## src/rtl/fpu_pkg.sv

```systemverilog
// Shared types and constants for the FPU dispatcher slice.
// Op codes, unit indices, special results and the decoded operand bundle.
package fpu_pkg;

   typedef enum logic [1:0] {
      ADD = 2'd0,
      SUB = 2'd1,
      MUL = 2'd2,
      DIV = 2'd3
   } op_t;

   localparam int UNIT_ADD = 0;
   localparam int UNIT_MUL = 1;
   localparam int UNIT_DIV = 2;

   localparam logic [31:0] QNAN = 32'h7FFFFFFF;
   localparam logic [31:0] INF  = 32'h7F800000;

   typedef enum logic [1:0] {
      S_IDLE,
      S_ISSUE,
      S_WAIT,
      S_RESP
   } state_t;

   typedef struct packed {
      logic        x_sign;
      logic        y_sign;
      logic [7:0]  x_exp;
      logic [7:0]  y_exp;
      logic [22:0] x_frac;
      logic [22:0] y_frac;
      logic        x_greater;
      logic [7:0]  exp_shift;
      logic        x_inf;
      logic        y_inf;
      logic        x_nan;
      logic        y_nan;
   } dec_t;

   // SUB runs on the adder with y negated.
   function automatic logic [1:0] unit_of(op_t op);
      logic [1:0] u;
      u = 2'(UNIT_ADD);
      unique case (op)
         ADD, SUB: u = 2'(UNIT_ADD);
         MUL:      u = 2'(UNIT_MUL);
         DIV:      u = 2'(UNIT_DIV);
      endcase
      return u;
   endfunction

endpackage

```

## src/rtl/fp_operand_decode.sv

```systemverilog
// Combinational split of two packed singles into unit operand fields.
// Also derives class flags, magnitude order and exponent distance.
module fp_operand_decode
   import fpu_pkg::*;
(
   input  logic [31:0] x,
   input  logic [31:0] y,
   output dec_t        dec
);

   // Field extraction and magnitude compare.
   always_comb begin
      dec           = '0;
      dec.x_sign    = x[31];
      dec.y_sign    = y[31];
      dec.x_exp     = x[30:23];
      dec.y_exp     = y[30:23];
      dec.x_frac    = x[22:0];
      dec.y_frac    = y[22:0];
      dec.x_inf     = (x[30:23] == 8'hFF) && (x[22:0] == '0);
      dec.y_inf     = (y[30:23] == 8'hFF) && (y[22:0] == '0);
      dec.x_nan     = (x[30:23] == 8'hFF) && (x[22:0] != '0);
      dec.y_nan     = (y[30:23] == 8'hFF) && (y[22:0] != '0);
      dec.x_greater = (x[30:23] > y[30:23]) ||
                      ((x[30:23] == y[30:23]) && (x[22:0] >= y[22:0]));
      dec.exp_shift = dec.x_greater ? (x[30:23] - y[30:23])
                                    : (y[30:23] - x[30:23]);
   end

endmodule

```

## src/rtl/fpu_dispatcher.sv

```systemverilog
// Single-request front end for the FPU adder, multiplier and divider.
// Decodes operands, issues to one unit, waits for done or watchdog expiry.
module fpu_dispatcher
   import fpu_pkg::*;
#(
   parameter int TIMEOUT_CYCLES = 255,
   parameter int CNT_W          = 16
) (
   input  logic        clk_i,
   input  logic        rst_i,
   input  logic        req_valid_i,
   output logic        req_ready_o,
   input  logic [1:0]  op_i,
   input  logic [31:0] a_i,
   input  logic [31:0] b_i,
   output logic        resp_valid_o,
   output logic [31:0] z_o,
   output logic        except_invalid_operation_o,
   output logic        except_overflow_o,
   output logic        timeout_o,
   output logic [2:0]  unit_valid_o,
   output logic        x_sign_o,
   output logic        y_sign_o,
   output logic [7:0]  x_exp_o,
   output logic [7:0]  y_exp_o,
   output logic [22:0] x_frac_o,
   output logic [22:0] y_frac_o,
   output logic        x_greater_o,
   output logic [7:0]  exp_shift_o,
   output logic        x_infinity_o,
   output logic        y_infinity_o,
   output logic        x_nan_o,
   output logic        y_nan_o,
   input  logic [2:0]  unit_done_i,
   input  logic [95:0] unit_z_i,
   input  logic [2:0]  unit_invalid_i,
   input  logic [2:0]  unit_overflow_i
);

   localparam logic [CNT_W-1:0] CNT_MAX = CNT_W'(TIMEOUT_CYCLES - 1);

   state_t     state, nxt;
   logic [1:0] sel;
   logic [CNT_W-1:0] cnt;
   dec_t       dec, dec_q;
   logic [31:0] b_eff;
   logic       accept, done, expire;

   assign b_eff  = (op_t'(op_i) == SUB) ? {~b_i[31], b_i[30:0]} : b_i;
   assign accept = (state == S_IDLE) && req_valid_i;
   assign done   = unit_done_i[sel];
   assign expire = (cnt == CNT_MAX);

   fp_operand_decode u_dec (
      .x   (a_i),
      .y   (b_eff),
      .dec (dec)
   );

   // State register.
   always_ff @(posedge clk_i or posedge rst_i) begin
      if (rst_i) state <= S_IDLE;
      else       state <= nxt;
   end

   // Next-state logic; done beats watchdog expiry.
   always_comb begin
      nxt = state;
      unique case (state)
         S_IDLE:  if (req_valid_i) nxt = S_ISSUE;
         S_ISSUE: nxt = S_WAIT;
         S_WAIT:  if (done || expire) nxt = S_RESP;
         S_RESP:  nxt = S_IDLE;
      endcase
   end

   // Operand capture, issue strobe, watchdog and result capture.
   always_ff @(posedge clk_i or posedge rst_i) begin
      if (rst_i) begin
         sel          <= '0;
         dec_q        <= '0;
         cnt          <= '0;
         unit_valid_o <= '0;
         resp_valid_o <= 1'b0;
         z_o          <= '0;
         timeout_o    <= 1'b0;
         except_invalid_operation_o <= 1'b0;
         except_overflow_o          <= 1'b0;
      end else begin
         unit_valid_o <= '0;
         resp_valid_o <= 1'b0;
         if (accept) begin
            sel          <= unit_of(op_t'(op_i));
            dec_q        <= dec;
            unit_valid_o <= 3'(1) << unit_of(op_t'(op_i));
         end
         if (state == S_ISSUE) cnt <= '0;
         if (state == S_WAIT) begin
            if (done) begin
               z_o          <= unit_z_i[{sel, 5'd0} +: 32];
               timeout_o    <= 1'b0;
               resp_valid_o <= 1'b1;
               except_invalid_operation_o <= unit_invalid_i[sel];
               except_overflow_o          <= unit_overflow_i[sel];
            end else if (expire) begin
               z_o          <= QNAN;
               timeout_o    <= 1'b1;
               resp_valid_o <= 1'b1;
               except_invalid_operation_o <= 1'b0;
               except_overflow_o          <= 1'b0;
            end else begin
               cnt <= cnt + 1'b1;
            end
         end
      end
   end

   assign req_ready_o  = (state == S_IDLE);
   assign x_sign_o     = dec_q.x_sign;
   assign y_sign_o     = dec_q.y_sign;
   assign x_exp_o      = dec_q.x_exp;
   assign y_exp_o      = dec_q.y_exp;
   assign x_frac_o     = dec_q.x_frac;
   assign y_frac_o     = dec_q.y_frac;
   assign x_greater_o  = dec_q.x_greater;
   assign exp_shift_o  = dec_q.exp_shift;
   assign x_infinity_o = dec_q.x_inf;
   assign y_infinity_o = dec_q.y_inf;
   assign x_nan_o      = dec_q.x_nan;
   assign y_nan_o      = dec_q.y_nan;

endmodule

```

## config.mk

```make
export PLATFORM = sky130hd
export DESIGN_NAME = fpu_dispatcher
export DESIGN_NICKNAME = d
export VERILOG_FILES = /design/src/rtl/fpu_pkg.sv /design/src/rtl/fp_operand_decode.sv /design/src/rtl/fpu_dispatcher.sv
export SDC_FILE = /design/constraint.sdc
export NUM_CORES = 1
export LEC_CHECK = 0
export ABC_AREA = 1
export BUFFER_PORTS_ARGS = -buffer_cell sky130_fd_sc_hd__buf_2
export CAP_MARGIN = 0
export CORE_ASPECT_RATIO = 0.6
export CORE_MARGIN = 5
export CORE_UTILIZATION = 40
export CTS_CLUSTER_SIZE = 10
export DETAILED_ROUTE_END_ITERATION = 8
export HOLD_SLACK_MARGIN = 0.03
export PLACE_DENSITY = 0.69
export SYNTH_ARGS = -nofsm -noshare
export SYNTH_HDL_FRONTEND = slang
export SYNTH_HIERARCHICAL = 1
export SYNTH_SLANG_ARGS = --single-unit
```

## constraint.sdc

```tcl
create_clock -name clk_i -period 11 [get_ports clk_i]
set_input_delay 1.1 -clock clk_i [delete_from_list [all_inputs] [get_ports clk_i]]
set_output_delay 1.1 -clock clk_i [all_outputs]
set_load 0.05 [all_outputs]
```

== After elaboration in Yosys (flattened, before gate mapping) ==
Cells that the tools add are included.
Widths: inputs -> output; s select.

* Register bits after elaboration: 136
* Bits of input ports: 174
* Output and inout bits: 117
* Word-level logic and storage cells: 88

* Add/subtract/negate cells: 3
* Magnitude comparators: 3
* Equal/unequal tests: 12
* Shifts and indexed selects: 2
* Multiplexer cells: 28
* Bitwise logic cells: 1
* Reduce and logical (&&, ||, !) cells: 18

{| class="wikitable"
|+ Operator list
! kind !! number
|-
| $mux 32 || 3
|-
| $shiftx 96x8->32 || 1
|-
| $mux 16 || 4
|-
| $logic_not 23->1 || 2
|-
| $reduce_bool 23->1 || 2
|-
| $ge 23x23->1 || 1
|-
| $add 16x1->16 const B || 1
|-
| $eq 16x8->1 const B || 1
|-
| $eq 8x8->1 const B || 2
|-
| $sub 8x8->8 || 2
|-
| $mux 1 || 11
|-
| $eq 2x2->1 const B || 4
|-
| $eq 8x8->1 || 1
|-
| $gt 8x8->1 || 1
|-
| $mux 8 || 1
|-
| $pmux 2 s4 || 1
|-
| $bmux 1 s2 || 3
|-
| $logic_and 1x1->1 || 6
|-
| $mux 2 || 3
|-
| $pmux 2 s3 || 1
|-
| $eq 2x1->1 const B || 2
|-
| $logic_not 2->1 || 2
|-
| $ne 2x2->1 const B || 2
|-
| $reduce_and 2->1 || 2
|-
| 7 further kinds || 8
|}

== Longest topological paths before layout ==
* Word-level depth: 6
* Mapped depth: 16

== Cells and area by module ==
Netlist, hierarchy kept.

{| class="wikitable"
|+ By module, submodules not included
! module !! times used !! cells an instance !! area an instance (µm²) !! sequential area each (µm²)
|-
| fpu_dispatcher || 1 || 848 || 6572.6 || 3403.3
|-
| fp_operand_decode || 1 || 351 || 2220.9 || 0.0
|}

== Worst setup path before layout ==
Ideal clock, no wire load.

* Path type: input -> register
* Start: input port a_i[23]
* End: register dec_q, in the netlist exp_shift_o[2]
* Library setup time: 0.066 ns
* Arrival: 2.467 ns
* Required time: 10.934 ns
* Path slack: 8.468 ns
* Cell stages on the path: 12
* Path buffers: 0
* Cell sequence: inv_1 ha_1 fa_1 nor2_2 nor2_2 o211ai_2 nand2_4 nand2_4 nand2_1 nand2_1 nand2_1 nand2_1

{| class="wikitable"
|+ RTL lines
! what !! RTL line !! RTL
|-
| from (decl) || fpu_dispatcher.sv:14 || <nowiki>input logic [31:0] a_i,</nowiki>
|-
| to (signal assigned) || fpu_dispatcher.sv:81 || <nowiki>dec_q <= '0;</nowiki>
|-
| to (signal assigned) || fpu_dispatcher.sv:94 || <nowiki>dec_q <= dec;</nowiki>
|-
| to (decl) || fpu_dispatcher.sv:45 || <nowiki>dec_t dec, dec_q;</nowiki>
|}

== Worst setup path in the final report ==
* Start: register sel[0]
* End: register z_o[29]

* Word-level cells in the longest chain between the ends: 4

{| class="wikitable"
|+ RTL lines
! what !! RTL line !! RTL
|-
| from (decl) || fpu_dispatcher.sv:43 || <nowiki>logic [1:0] sel;</nowiki>
|-
| from (signal assigned) || fpu_dispatcher.sv:93 || <nowiki>sel <= unit_of(op_t'(op_i));</nowiki>
|-
| parallel branches: the longest is 4 deep, another holds $shiftx 96x8->32 || -- ||
|-
| to (signal assigned) || fpu_dispatcher.sv:100 || <nowiki>z_o <= unit_z_i[{sel, 5'd0} +: 32];</nowiki>
|-
| to (decl) || fpu_dispatcher.sv:17 || <nowiki>output logic [31:0] z_o,</nowiki>
|}

Several ways; the timed one is not identified. The select of a mux whose other input is x is not followed.
A chain may end at the register's enable or synchronous reset.

==> impl_summary.txt <==
----------------------------------------------------
[Outcome]
  Run status ... finished clean

[CTS]
  Post-cts resize count ... 0
  Clock tree from TritonCTS ... done
  Clock edge transition at the registers on the reported setup and hold paths ... 0.06 ns
  H-Tree Depth ... 4
  Count of hold buffers inserted by post-cts repair ... 0
  CTS Sinks ... 136
  Max clock buf depth ... 2
  Number of clock buffers inserted by TritonCTS ... 17
  # Post-CTS Setup Buffers ... 0
  Clk Tree Root Cell ... sky130_fd_sc_hd__clkbuf_16
  Clk Latency, worst-skew pair ... ~0.42 ns

[Pwr]
  Relative contribution of combinational cells to total power ... 0.103
  Switching pwr ... ~0.3 mW
  Maximum vdd drop ... roughly 0.095 mV
  Leak pwr ... 6.20 nW
  Flop pwr share ... 0.387
  Power density over cell area ... 122 mW/mm²
  Switching share of power ... 0.239
  Internal power ... 0.983 mW
  Fraction of power consumed by the clock network ... 0.509

[Die]
  Initial Util ... 0.403
  Site Rows ... 42
  Num ports ... between 200 and 300
  Die footprint ... 0.0251 mm²
  Core outline area ... about 0.022 mm²
  Die height ... 125 µm
  Die width ... between 200 and 250 µm

[Worst setup path]
  Critical path class ... flip-flop to flip-flop
  Launch point of the worst reg-to-reg path ... sel[0]
  Worst Setup EP ... z_o[29]
  Delay of the slowest cell on the worst path ... 0.47 ns
  Cell depth of the worst flop-to-flop path ... 9
  Highest-delay cell along the critical path ... sky130_fd_sc_hd__inv_4
  Worst-path cell chain ... inv_4 > nand3_1 > nand2_4 > inv_2 > nand2_2 > nand2_4 > inv_6 > nand2_1 > nand2_1
  Kind of capture point of the worst setup path ... flip-flop
  Origin of the worst setup path ... sel[0]
  Register-to-register setup slack ... 8.38 ns
  Critical path launch point type ... flip-flop
  Endpoint of the worst-slack reg-to-reg timing path ... z_o[29]
  Logic depth of the worst path, buffers included ... 9
  Worst path arrival time ... 2.98 ns
  Family with the most delay on the worst path ... simple AND/OR/NAND/NOR gates
  Critical path peak fanout ... between 70 and 80
  Critical path buffer and inverter count ... 3
  Required time at the worst-slack endpoint ... between 10 and 15 ns

[Global routing]
  Pin count of the biggest net entering global routing ... 80
  Remaining Overflow, GRT ... 0
  Vias in the first global route ... 7913
  All-Layer GR Usage ... 0.198
  Initial antenna violation count ... 2
  Wire length of the first global-routing pass ... 41300 µm

[Timing]
  Final hold violations ... 0
  Measured slew at the worst slew-check pin ... 0.861 ns
  Number of failing setup endpoints in the final timing report ... 0
  Least setup slack across all paths after layout ... about 8.4 ns
  Final number of max-transition violations ... 0
  Setup repair after global routing missed its margin ... false
  Worst slew margin ... 0.421
  Shortest clock period the worst path allows after layout ... 2.62 ns
  Clock skew after layout ... between 0.009 and 0.01 ns
  Fmax ... 381 MHz
  Post-Route Setup TNS ... 0 ns
  Final period util ... 0.239
  Worst hold-check slack ... 0.470 ns

[Place]
  Port Buffers ... 290
  Dpl hpwl ... 19200 µm
  Routability congestion estimate from global placement ... 0.892
  Setup WS pre-CTS ... about 8.1 ns

[Detailed routing]
  Antenna Nets Post-Route ... 0
  First-iteration detailed-routing DRC count ... 584
  DRT Wirelength ... 25500 µm
  Drt first pass iters ... 5
  Vias per cell ... around 4.9
  Vias ... 8323
  Average wire per standard cell ... 15.0 µm
  DRC violation count after routing ... 0

[Yosys]
  Number of flip-flops and latches in the synthesized netlist ... 136
  Syn avg cell area ... around 7.3 µm²
  Flip-flop cell with the highest count after synthesis ... sky130_fd_sc_hd__dfrtp_1
  Count of distinct cell types in the synthesized netlist ... 44
  Proportion of synthesized chip area in sequential cells ... 0.387
  Gate Count Post-Synth ... 1199
  Number of warnings reported in the yosys synthesis log ... 6
  Number of flops mapped to enable cells by yosys ... 0
  Net count after synthesis ... 1418
  Cell area after technology mapping ... 0.00879 mm²
  Ys async rst share ... 1.00

[Final layout]
  Number of nets in the layout ... 1617
  Count of fill cells added during filler insertion ... around 2200
  Highest-count cells in the layout ignoring fill and taps ... 456 x sky130_fd_sc_hd__nand2_1, 290 x sky130_fd_sc_hd__buf_2, 136 x sky130_fd_sc_hd__dfrtp_1
  Most common cell after layout, fill and taps aside ... sky130_fd_sc_hd__nand2_1
  Area growth, synth to finish ... 20.1%
  Share of layout cells above drive strength 1 ... 0.262

[Flow run]
  Number of max-capacitance violations reported ... 0

[Min path]
  Path type of the worst min-delay path ... flip-flop to flip-flop

----------------------------------------------------
cells by family after synthesis:
group           synth area share
compound gates            0.0692
buf+inv                    0.133
flops                      0.387
xor+xnor                  0.0169
fa+ha+maj                 0.0657
simple gates               0.328
routing by layer:
layer | wire length (µm) | global-route usage
met3 | 2520 | 0.0679
met1 | 11700 | 0.273
met2 | 11000 | 0.299
met5 | 7 | 0
met4 | 299 | 0.0462
power by group through the flow:
| stage | sequential, mW | combinational, mW | clock (mW) |
|---|---|---|---|
| floorplan | 0.510 | 0.0930 | 0 |
| global placement | 0.509 | 0.131 | 0 |
| detailed placement | 0.509 | 0.132 | 0 |
| CTS | 0.500 | 0.133 | 0.674 |
| global route | 0.500 | 0.149 | 0.696 |
| finish | 0.500 | 0.133 | 0.658 |
how the worst min path moves through the flow:
stage,cells after the start,slack [ns],startpoint,to
global placement,2,0.45,except_overflow_o,except_overflow_o
CTS,2,0.48,x_nan_o,x_nan_o
finish,2,0.47,exp_shift_o[6],exp_shift_o[6]
detailed placement,2,0.46,z_o[31],z_o[31]
global route,2,0.49,x_nan_o,x_nan_o
floorplan,2,0.47,state[1],state[1]
cell usage after synthesis (3+ instances only):
master / number / area share
sky130_fd_sc_hd__nand2_1: 457 / 0.20
sky130_fd_sc_hd__inv_1: 92 / 0.039
sky130_fd_sc_hd__a21oi_1: 16 / 0.0091
sky130_fd_sc_hd__nor3_1: 4 / 0.0023
sky130_fd_sc_hd__nand3_1: 75 / 0.043
sky130_fd_sc_hd__buf_4: 67 / 0.057
sky130_fd_sc_hd__nor2_2: 3 / 0.0021
sky130_fd_sc_hd__ha_1: 43 / 0.061
sky130_fd_sc_hd__nand4_1: 12 / 0.0085
sky130_fd_sc_hd__o21ai_1: 3 / 0.0017
sky130_fd_sc_hd__nand2_4: 7 / 0.0090
sky130_fd_sc_hd__nor2_1: 90 / 0.038
sky130_fd_sc_hd__inv_2: 6 / 0.0026
sky130_fd_sc_hd__xnor2_1: 6 / 0.0060
sky130_fd_sc_hd__nand2_2: 13 / 0.0092
sky130_fd_sc_hd__o211ai_1: 31 / 0.026
sky130_fd_sc_hd__o21ai_0: 42 / 0.024
sky130_fd_sc_hd__nor4_1: 10 / 0.0071
sky130_fd_sc_hd__nand3b_1: 4 / 0.0034
sky130_fd_sc_hd__clkbuf_1: 26 / 0.011
sky130_fd_sc_hd__buf_6: 7 / 0.0090
sky130_fd_sc_hd__buf_2: 12 / 0.0068
sky130_fd_sc_hd__dfrtp_1: 136 / 0.39
sky130_fd_sc_hd__xor2_1: 11 / 0.011
area by class of cell:
class                      count  area, µm²  area share
timing repair buffer         295       1490       0.141
inverter                     104        407      0.0385
antenna                        1       2.50    0.000237
sequential                   136       3400       0.322
multi-input combinational    844       4220       0.400
tap                          286        358      0.0339
clock inverter                14        245      0.0232
clock buffer                  18        429      0.0406
through the flow:
step	util	cell area, µm²	power [mW]	instances
floorplan	-	8790	0.602	1199
global placement	0.453	9880	0.640	1665
detailed placement	0.453	9880	0.642	1665
CTS	0.484	10600	1.31	1697
global route	0.484	10600	1.35	1698
finish	0.484	10600	1.29	1698
registers in the layout, summed over array words and instances, names as in the netlist, 3 cells and up:
name,cells
x_frac_o,23
unit_valid_o,3
exp_shift_o,8
y_exp_o,8
z_o,32
y_frac_o,23
cnt,16
x_exp_o,8
worst reg2reg max path, cell delays in order, from the launching register on:
cell and delay (ns):
sky130_fd_sc_hd__dfrtp_1 0.41, sky130_fd_sc_hd__inv_4 0.47, sky130_fd_sc_hd__nand3_1 0.27, sky130_fd_sc_hd__nand2_4 0.43, sky130_fd_sc_hd__inv_2 0.10, sky130_fd_sc_hd__nand2_2 0.09, sky130_fd_sc_hd__nand2_4 0.24, sky130_fd_sc_hd__inv_6 0.35
sky130_fd_sc_hd__nand2_1 0.13, sky130_fd_sc_hd__nand2_1 0.08
(Power assumes the default switching activity.)
